### config.mk
export PLATFORM = sky130hd
export DESIGN_NAME = jk_ubus_master_engine
export DESIGN_NICKNAME = d
export VERILOG_FILES = /design/src/rtl/jk_ubus_master_engine.sv
export SDC_FILE = /design/constraint.sdc
export NUM_CORES = 1
export LEC_CHECK = 0
export BUFFER_PORTS_ARGS = -buffer_cell sky130_fd_sc_hd__buf_2
export CAP_MARGIN = 20
export CORE_UTILIZATION = 45
export CTS_CLUSTER_SIZE = 30
export DETAILED_ROUTE_END_ITERATION = 8
export GPL_TIMING_DRIVEN = 0
export PLACE_DENSITY_LB_ADDON = 0.08
export SETUP_SLACK_MARGIN = 0.5
export SLEW_MARGIN = 10
export SYNTH_ARGS = -nofsm -noshare
export SYNTH_HDL_FRONTEND = slang
export SYNTH_SLANG_ARGS = --single-unit
### constraint.sdc
create_clock -name clk -period 3.6 [get_ports clk]
set_input_delay 0.72 -clock clk [delete_from_list [all_inputs] [get_ports clk]]
set_output_delay 0.72 -clock clk [all_outputs]
set_load 0.01 [all_outputs]
### src/rtl/jk_ubus_master_engine.sv
// UBUS initiator: takes one command, then runs arbitration, the address
// phase and 1..8 byte beats, and returns the response on a valid/ready port.
module jk_ubus_master_engine #(
    parameter int unsigned WAIT_TIMEOUT = 16
) (
    input  logic        clk,
    input  logic        reset,
    input  logic        cmd_valid,
    output logic        cmd_ready,
    input  logic [15:0] cmd_addr,
    input  logic [1:0]  cmd_size,
    input  logic        cmd_write,
    input  logic [63:0] cmd_wdata,
    output logic        rsp_valid,
    input  logic        rsp_ready,
    output logic [63:0] rsp_rdata,
    output logic        rsp_error,
    output logic        rsp_timeout,
    output logic        req,
    input  logic        gnt,
    output logic [15:0] addr,
    output logic [1:0]  size,
    output logic        read,
    output logic        write,
    output logic        bip,
    output logic [7:0]  data_out,
    output logic        data_oe,
    input  logic [7:0]  data_in,
    input  logic        wait_state,
    input  logic        error
);

    typedef enum logic [2:0] {
        S_IDLE, S_ARB, S_ADDR, S_DATA, S_RESP
    } state_t;

    state_t      r_state, w_state;
    logic [2:0]  r_beat, w_beat;
    logic [15:0] r_wcnt, w_wcnt;
    logic [15:0] r_addr_c, w_addr_c;
    logic [1:0]  r_size_c, w_size_c;
    logic        r_write_c, w_write_c;
    logic [63:0] r_wdata_c, w_wdata_c;

    logic        r_cmd_ready, w_cmd_ready;
    logic        r_rsp_valid, w_rsp_valid;
    logic [63:0] r_rsp_rdata, w_rsp_rdata;
    logic        r_rsp_error, w_rsp_error;
    logic        r_rsp_timeout, w_rsp_timeout;
    logic        r_req, w_req;
    logic [15:0] r_addr, w_addr;
    logic [1:0]  r_size, w_size;
    logic        r_read, w_read;
    logic        r_write, w_write;
    logic        r_bip, w_bip;
    logic [7:0]  r_data_out, w_data_out;
    logic        r_data_oe, w_data_oe;

    logic [2:0]  w_last;
    logic [2:0]  w_beat_inc;
    logic [15:0] w_wcnt_inc;
    logic        w_to_hit;
    logic        w_done;

    // 1 << size wraps to 0 for size 3, so the subtraction still yields 7
    assign w_last     = (3'd1 << r_size_c) - 3'd1;
    assign w_beat_inc = r_beat + 3'd1;
    assign w_wcnt_inc = r_wcnt + 16'd1;
    assign w_to_hit   = (WAIT_TIMEOUT != 0) &&
                        (w_wcnt_inc == 16'(WAIT_TIMEOUT));

    always_comb begin
        w_state       = r_state;
        w_beat        = r_beat;
        w_wcnt        = r_wcnt;
        w_addr_c      = r_addr_c;
        w_size_c      = r_size_c;
        w_write_c     = r_write_c;
        w_wdata_c     = r_wdata_c;
        w_cmd_ready   = r_cmd_ready;
        w_rsp_valid   = r_rsp_valid;
        w_rsp_rdata   = r_rsp_rdata;
        w_rsp_error   = r_rsp_error;
        w_rsp_timeout = r_rsp_timeout;
        w_req         = r_req;
        w_addr        = r_addr;
        w_size        = r_size;
        w_read        = r_read;
        w_write       = r_write;
        w_bip         = r_bip;
        w_data_out    = r_data_out;
        w_data_oe     = r_data_oe;
        w_done        = 1'b0;

        unique case (r_state)
            S_IDLE: begin
                w_cmd_ready = 1'b1;
                if (cmd_valid && r_cmd_ready) begin
                    w_addr_c    = cmd_addr;
                    w_size_c    = cmd_size;
                    w_write_c   = cmd_write;
                    w_wdata_c   = cmd_wdata;
                    w_cmd_ready = 1'b0;
                    w_req       = 1'b1;
                    w_state     = S_ARB;
                end
            end
            S_ARB: begin
                if (gnt) begin
                    w_req   = 1'b0;
                    w_addr  = r_addr_c;
                    w_size  = r_size_c;
                    w_read  = ~r_write_c;
                    w_write = r_write_c;
                    w_state = S_ADDR;
                end
            end
            S_ADDR: begin
                w_addr     = '0;
                w_size     = '0;
                w_read     = 1'b0;
                w_write    = 1'b0;
                w_beat     = '0;
                w_wcnt     = '0;
                w_bip      = (w_last != 3'd0);
                w_data_oe  = r_write_c;
                w_data_out = r_write_c ? r_wdata_c[7:0] : 8'h00;
                w_state    = S_DATA;
            end
            S_DATA: begin
                if (error) begin
                    w_rsp_error = 1'b1;
                    w_done      = 1'b1;
                end else if (wait_state) begin
                    w_wcnt = w_wcnt_inc;
                    if (w_to_hit) begin
                        w_rsp_error   = 1'b1;
                        w_rsp_timeout = 1'b1;
                        w_done        = 1'b1;
                    end
                end else begin
                    if (!r_write_c)
                        w_rsp_rdata[{r_beat, 3'b000} +: 8] = data_in;
                    w_wcnt = '0;
                    if (r_beat == w_last) begin
                        w_done = 1'b1;
                    end else begin
                        w_beat     = w_beat_inc;
                        w_bip      = (w_beat_inc != w_last);
                        w_data_out = r_write_c ?
                            8'(r_wdata_c >> {w_beat_inc, 3'b000}) : 8'h00;
                    end
                end
                if (w_done) begin
                    w_rsp_valid = 1'b1;
                    w_bip       = 1'b0;
                    w_data_oe   = 1'b0;
                    w_data_out  = 8'h00;
                    w_wcnt      = '0;
                    w_state     = S_RESP;
                end
            end
            S_RESP: begin
                if (rsp_ready) begin
                    w_rsp_valid   = 1'b0;
                    w_rsp_rdata   = '0;
                    w_rsp_error   = 1'b0;
                    w_rsp_timeout = 1'b0;
                    w_cmd_ready   = 1'b1;
                    w_state       = S_IDLE;
                end
            end
            default: w_state = S_IDLE;
        endcase
    end

    always_ff @(posedge clk or negedge reset) begin
        if (!reset) begin
            r_state       <= S_IDLE;
            r_beat        <= '0;
            r_wcnt        <= '0;
            r_addr_c      <= '0;
            r_size_c      <= '0;
            r_write_c     <= 1'b0;
            r_wdata_c     <= '0;
            r_cmd_ready   <= 1'b1;
            r_rsp_valid   <= 1'b0;
            r_rsp_rdata   <= '0;
            r_rsp_error   <= 1'b0;
            r_rsp_timeout <= 1'b0;
            r_req         <= 1'b0;
            r_addr        <= '0;
            r_size        <= '0;
            r_read        <= 1'b0;
            r_write       <= 1'b0;
            r_bip         <= 1'b0;
            r_data_out    <= '0;
            r_data_oe     <= 1'b0;
        end else begin
            r_state       <= w_state;
            r_beat        <= w_beat;
            r_wcnt        <= w_wcnt;
            r_addr_c      <= w_addr_c;
            r_size_c      <= w_size_c;
            r_write_c     <= w_write_c;
            r_wdata_c     <= w_wdata_c;
            r_cmd_ready   <= w_cmd_ready;
            r_rsp_valid   <= w_rsp_valid;
            r_rsp_rdata   <= w_rsp_rdata;
            r_rsp_error   <= w_rsp_error;
            r_rsp_timeout <= w_rsp_timeout;
            r_req         <= w_req;
            r_addr        <= w_addr;
            r_size        <= w_size;
            r_read        <= w_read;
            r_write       <= w_write;
            r_bip         <= w_bip;
            r_data_out    <= w_data_out;
            r_data_oe     <= w_data_oe;
        end
    end

    assign cmd_ready   = r_cmd_ready;
    assign rsp_valid   = r_rsp_valid;
    assign rsp_rdata   = r_rsp_rdata;
    assign rsp_error   = r_rsp_error;
    assign rsp_timeout = r_rsp_timeout;
    assign req         = r_req;
    assign addr        = r_addr;
    assign size        = r_size;
    assign read        = r_read;
    assign write       = r_write;
    assign bip         = r_bip;
    assign data_out    = r_data_out;
    assign data_oe     = r_data_oe;

endmodule

Word level (Yosys, flattened, before mapping). Cells that the tools add are included.

Register bits: 204. Bits of input ports: 98. Output and inout port bits: 99. Logic and storage cells: 133.

$add $sub $neg: 4. Equality and inequality tests: 22. Shift operators: 4. Mux-type cells: 61. Bitwise operators: 1. Reductions and logical operators: 21.

Operators with widths (count): 64-bit two-way mux (4); 64-bit case mux with 2 select lines (1); 64-bit bitwise mux (1); 16-bit two-way mux (4); 16-bit case mux with 2 select lines (2); 8-bit by 8-bit variable shift with 64-bit output (first input constant) (1); 8-bit by 8-bit indexed part select with 64-bit output (1); 64-bit by 6-bit >> shifter with 8-bit output (1); 8-bit two-way mux (6); 1-bit two-way mux (22); 3-bit two-way mux (7); 2-bit inequality test (second input constant) (10); 1-bit case mux with 2 select lines (9); 16-bit by 1-bit adder with 16-bit output (second input constant) (1); 16-bit by 5-bit == test with 1-bit output (second input constant) (1); 8-bit case mux with 2 select lines (1); 4-bit AND reduction (4); 3-bit inequality test (second input constant) (5); 3-bit case mux with 5 select lines (1); 2-bit AND reduction (5); 5-bit AND reduction (2); 2-bit nonzero test (5); 6-bit negator with 8-bit output (1); 3-bit by 2-bit == test with 1-bit output (second input constant) (2); 15 further kinds (16).

Depth between registers and ports, before layout.
Word-level depth: 9. Mapped depth: 12. Mapped depth without buffers: 8.

Least setup slack after synthesis. No wires, ideal clock.

Kind: reg-to-reg. Start point: register r_beat[0]. End point: register r_data_out[2], in the netlist data_out[2]. Data arrival time: 2.806 ns. Data required time: 3.475 ns. Path slack: 0.669 ns. Cell stages (with the launch flop): 12. Buffers on the path: 4. Clock period less this slack: 2.931 ns. Cells stage by stage: dfrtp_1 buf_2 buf_1 inv_1 ha_1 clkbuf_1 clkbuf_1 mux4_2 mux2_2 nand3_1 o21ai_2 mux2_4.

Word-level cells in the longest chain between the ends: 8. Elaborated cells between the ends (all ways): 17. Those cells by class: add/sub (1); eq/ne (4); shift (1); mux (10); reduce/logical (1).

Ends and longest elaborated chain: start: declaration (RTL line 38) `logic [2:0] r_beat, w_beat;`; start signal: assignment (RTL line 201) `r_beat <= w_beat;`; 3-bit by 1-bit adder with 3-bit output (RTL line 67) `assign w_beat_inc = r_beat + 3'd1;`; 64-bit by 6-bit >> shifter with 8-bit output (RTL line 151) `8'(r_wdata_c >> {w_beat_inc, 3'b000}) : 8'h00;`; 8-bit two-way mux (RTL line 150) `w_data_out = r_write_c ?`; 8-bit two-way mux (RTL line 145) `if (r_beat == w_last) begin`; 8-bit two-way mux (RTL line 134) `end else if (wait_state) begin`; 8-bit two-way mux (RTL line 131) `if (error) begin`; 8-bit two-way mux (RTL line 154) `if (w_done) begin`; 8-bit case mux with 2 select lines (RTL line 95) `unique case (r_state)`; end signal: assignment (RTL line 218) `r_data_out <= w_data_out;`; end: declaration (RTL line 56) `logic [7:0] r_data_out, w_data_out;`.

Several ways; a longest one is shown, not always the timed one. The select of a mux whose other input is x is not followed. A chain may end at the register's enable or synchronous reset.

Worst setup path in the final report.
Start point: register r_beat[0]. End point: register r_data_out[1], in the netlist data_out[1].

The elaborated chain is that of the path after synthesis.

==> results.cfg <==
[global_routing]
grt_pass1_vias = 6466
grtUsageMet1_pct = 30.8
use_met3_pct = 5.99
grt_pass1_wl_mm = 35.3
busiest_layer = met2
grt_overflow = 0
grt_usage_pct = 22.0
grtUsageMet2_pct = 33.4
grt_max_degree = 108
antenna_found_initial = 4

[power]
p_sw_mw = 2.49
p_seq_share_pct = 41.7
leakagePower_nw = 5.40
ir_worst_vdd_mv = 0.468
p_comb_share_pct = 30.7
clkPwrFrac_pct = 27.6
sw_frac_of_total_pct = 30.8
power_density_nw_per_um2 = 715
intPower_mw = 5.61

[floorplan]
io_pins = 197
die_h_um = 145
die_w_um = 145
die_area_sq_um = 21000
core_region_area_sq_um = 19700
initial_utilization_pct = 46.6
rows = 51

[cts]
clkLatencyLatePin_ns = 0.52
ctsHoldBuffers = 0
clockBufferDepth = 3
clkTransAtPathRegs_ns = 0.06
clockRootBuffer = clkbuf_16
cts-buffers-inserted = 24
h-tree-depth = 1
cts_tree = yes
cts.sinks = 204

[timing]
slew_headroom_pct = 32.2
period_needed_ns = 2.97
hold_viol = 0
whs_ns = 0.209
setup_viol = 0
tns_ns = 0
drv_slew = 0
fin_skew_ns = 0.0152
rsz0062_at_grt = yes
timing.fmax_ghz = 0.337
worst_pin_slew_ns = 1.01
fin_crit_sh_pct = 82.4

[worst_setup_path]
worstSetupEndpointType = flip-flop
cp.arrival_ns = 3.36
cp-start-kind = flip-flop
worstSetupPathType = reg2reg
reg2reg_depth = 11
cp.required_ns = 3.99
crit_fanout = 10

[finish]
final_util_pct = 57.5
final-instance-count-excl-fill = 1282
final_common_cell = dfrtp_1
num-nets-final = 1101
drive_gt1_share_pct = 38.4
regArea_sq_um = 5110
multi_input_area_sq_um = 3830
n_fill_cell = 1702
final_cell_mix = dfrtp_1, buf_2, nand2_1, mux2_2, o21ai_0
syn_to_final_growth_pct = 23.4

[synthesis]
synthesis.area_sq_um = 9190
synth_adder_area_share_pct = 0.545
ys_warn_count = 0
synth_mux_area_share_pct = 18.6
synth-seq-area-share_pct = 55.6
synth_compound_area_share_pct = 10.3
synthCells = 772
ys_types = 60
synth_nets = 874
synthArstFlopShare_pct = 100
synthSimpleGateAreaFrac_pct = 10.8
synth_flop_cell = dfrtp_1
synth_top_family_by_area = multiplexers
synth_edf_count = 0
avgSynthCellArea_sq_um = 11.9
ys_seq_elements = 204
synth_xor_area_share_pct = 1.14

[detailed_routing]
drcViolationCount = 0
ant_nets = 0
viasPerCell = 5.23
routed_wl_mm = 22.6
drt-wirelength-per-cell_um = 17.6
drtPass1Iterations = 4
drtIter0Drc = 313
vias = 6711

[placement]
dpl.hpwl_mm = 16.2
place_inst = 1234
gp_congestion = 0.790
portBuffers = 196

[outcome]
status = complete, no violations

[run]
cap_violations = 0

[min_path]
hold_class = in2async
-- what timing repair did --
action                     CTS  global route
buffers inserted             0             4
pin swaps                    0             0
setup endpoints to repair   57            45
gates resized for setup      7            11
-- worst paths after layout --
check / from / end / slack, ns
max in group asynchronous: reset / write / 2.42
worst max-delay path: r_beat[0] / data_out[1] / 0.63
min in group clk: cmd_size[1] / r_size_c[1] / 0.43
worst min register to register: req / req / 0.48
worst min-delay path: reset / r_wcnt[10] / 0.21
worst max register to register: r_beat[0] / data_out[1] / 0.63
-- critical path, stage by stage (launching register included) --
cell      delay, ns
dfrtp_1        0.35
buf_2          0.22
clkbuf_4       0.27
inv_1          0.10
ha_1           0.28
clkbuf_2       0.22
clkbuf_4       0.30
mux4_2         0.37
mux2_2         0.29
nand3_1        0.09
o21ai_0        0.08
mux2_2         0.26
-- synthesized netlist by cell type (all sizes together), types with 4 or more instances --
cell    instances  area share [%]
o21ai          68             3.9
o31ai           4            0.33
and3            6            0.41
ha              4            0.54
clkbuf         33             1.4
xnor2          10            0.95
a21oi           8            0.48
a32o            4            0.44
nand2         118             4.8
nor2b           5            0.34
dfrtp         203              55
mux2          101              13
nand3          32             1.9
or3             5            0.35
o22ai           4            0.27
nor4            6            0.41
nor2           29             1.3
a22o           29             2.8
buf            11            0.95
mux4           16             3.9
and2            4            0.27
inv            13            0.53
nor3            5            0.39
mux2i          20             2.2
-- logic make-up (layout without fill, tap and decap cells) --
logic type | Yosys count | in the layout
AO/OA/AOI/OAI | 138 | 138
XOR/XNOR | 12 | 12
adder cells (fa/ha/maj) | 4 | 4
buffers and inverters | 58 | 300
flip-flops | 204 | 204
multiplexers | 137 | 137
other | 0 | 3
AND/OR/NAND/NOR | 219 | 219
-- state kept, by name, indices dropped and copies added (netlist names), 3 cells and up --
name	cells
r_beat	3
r_wcnt	16
r_addr_c	16
r_wdata_c	64
data_out	8
addr	16
rsp_rdata	64
r_state	3
-- final cells by class --
| cell class | instances | area share [%] |
|---|---|---|
| Antenna cell | 3 | 0.0662 |
| Buffer | 45 | 2.10 |
| Clock buffer | 33 | 5.95 |
| Clock inverter | 8 | 0.485 |
| Inverter | 13 | 0.430 |
| Multi-Input combinational cell | 510 | 33.8 |
| Sequential cell | 204 | 45.0 |
| Tap cell | 265 | 2.92 |
| Timing Repair Buffer | 201 | 9.25 |
-- stage by stage --
stage	total power, mW	worst slack (ns)	instance area [sq um]
after floorplan	5.09	0.669	9190
after global placement	5.83	-1.79	10500
after detailed placement	5.89	-0.239	10500
after CTS	8.17	0.504	11300
after global routing	8.58	0.473	11300
final	8.11	0.635	11300
-- power groups by stage --
stage	combinational [mW]	clock, mW	sequential, mW
final	2.49	2.23	3.38
after global routing	2.72	2.39	3.47
after global placement	2.43	0	3.40
after detailed placement	2.48	0	3.41
after CTS	2.49	2.30	3.38
after floorplan	1.72	0	3.37
-- per-layer routing --
layer	share of wire [%]	routed length (um)
met5	0.089	20
met4	2.0	462
met3	6.9	1570
met2	45	10100
met1	46	10400
No activity file was read; power rests on OpenSTA's default activity.
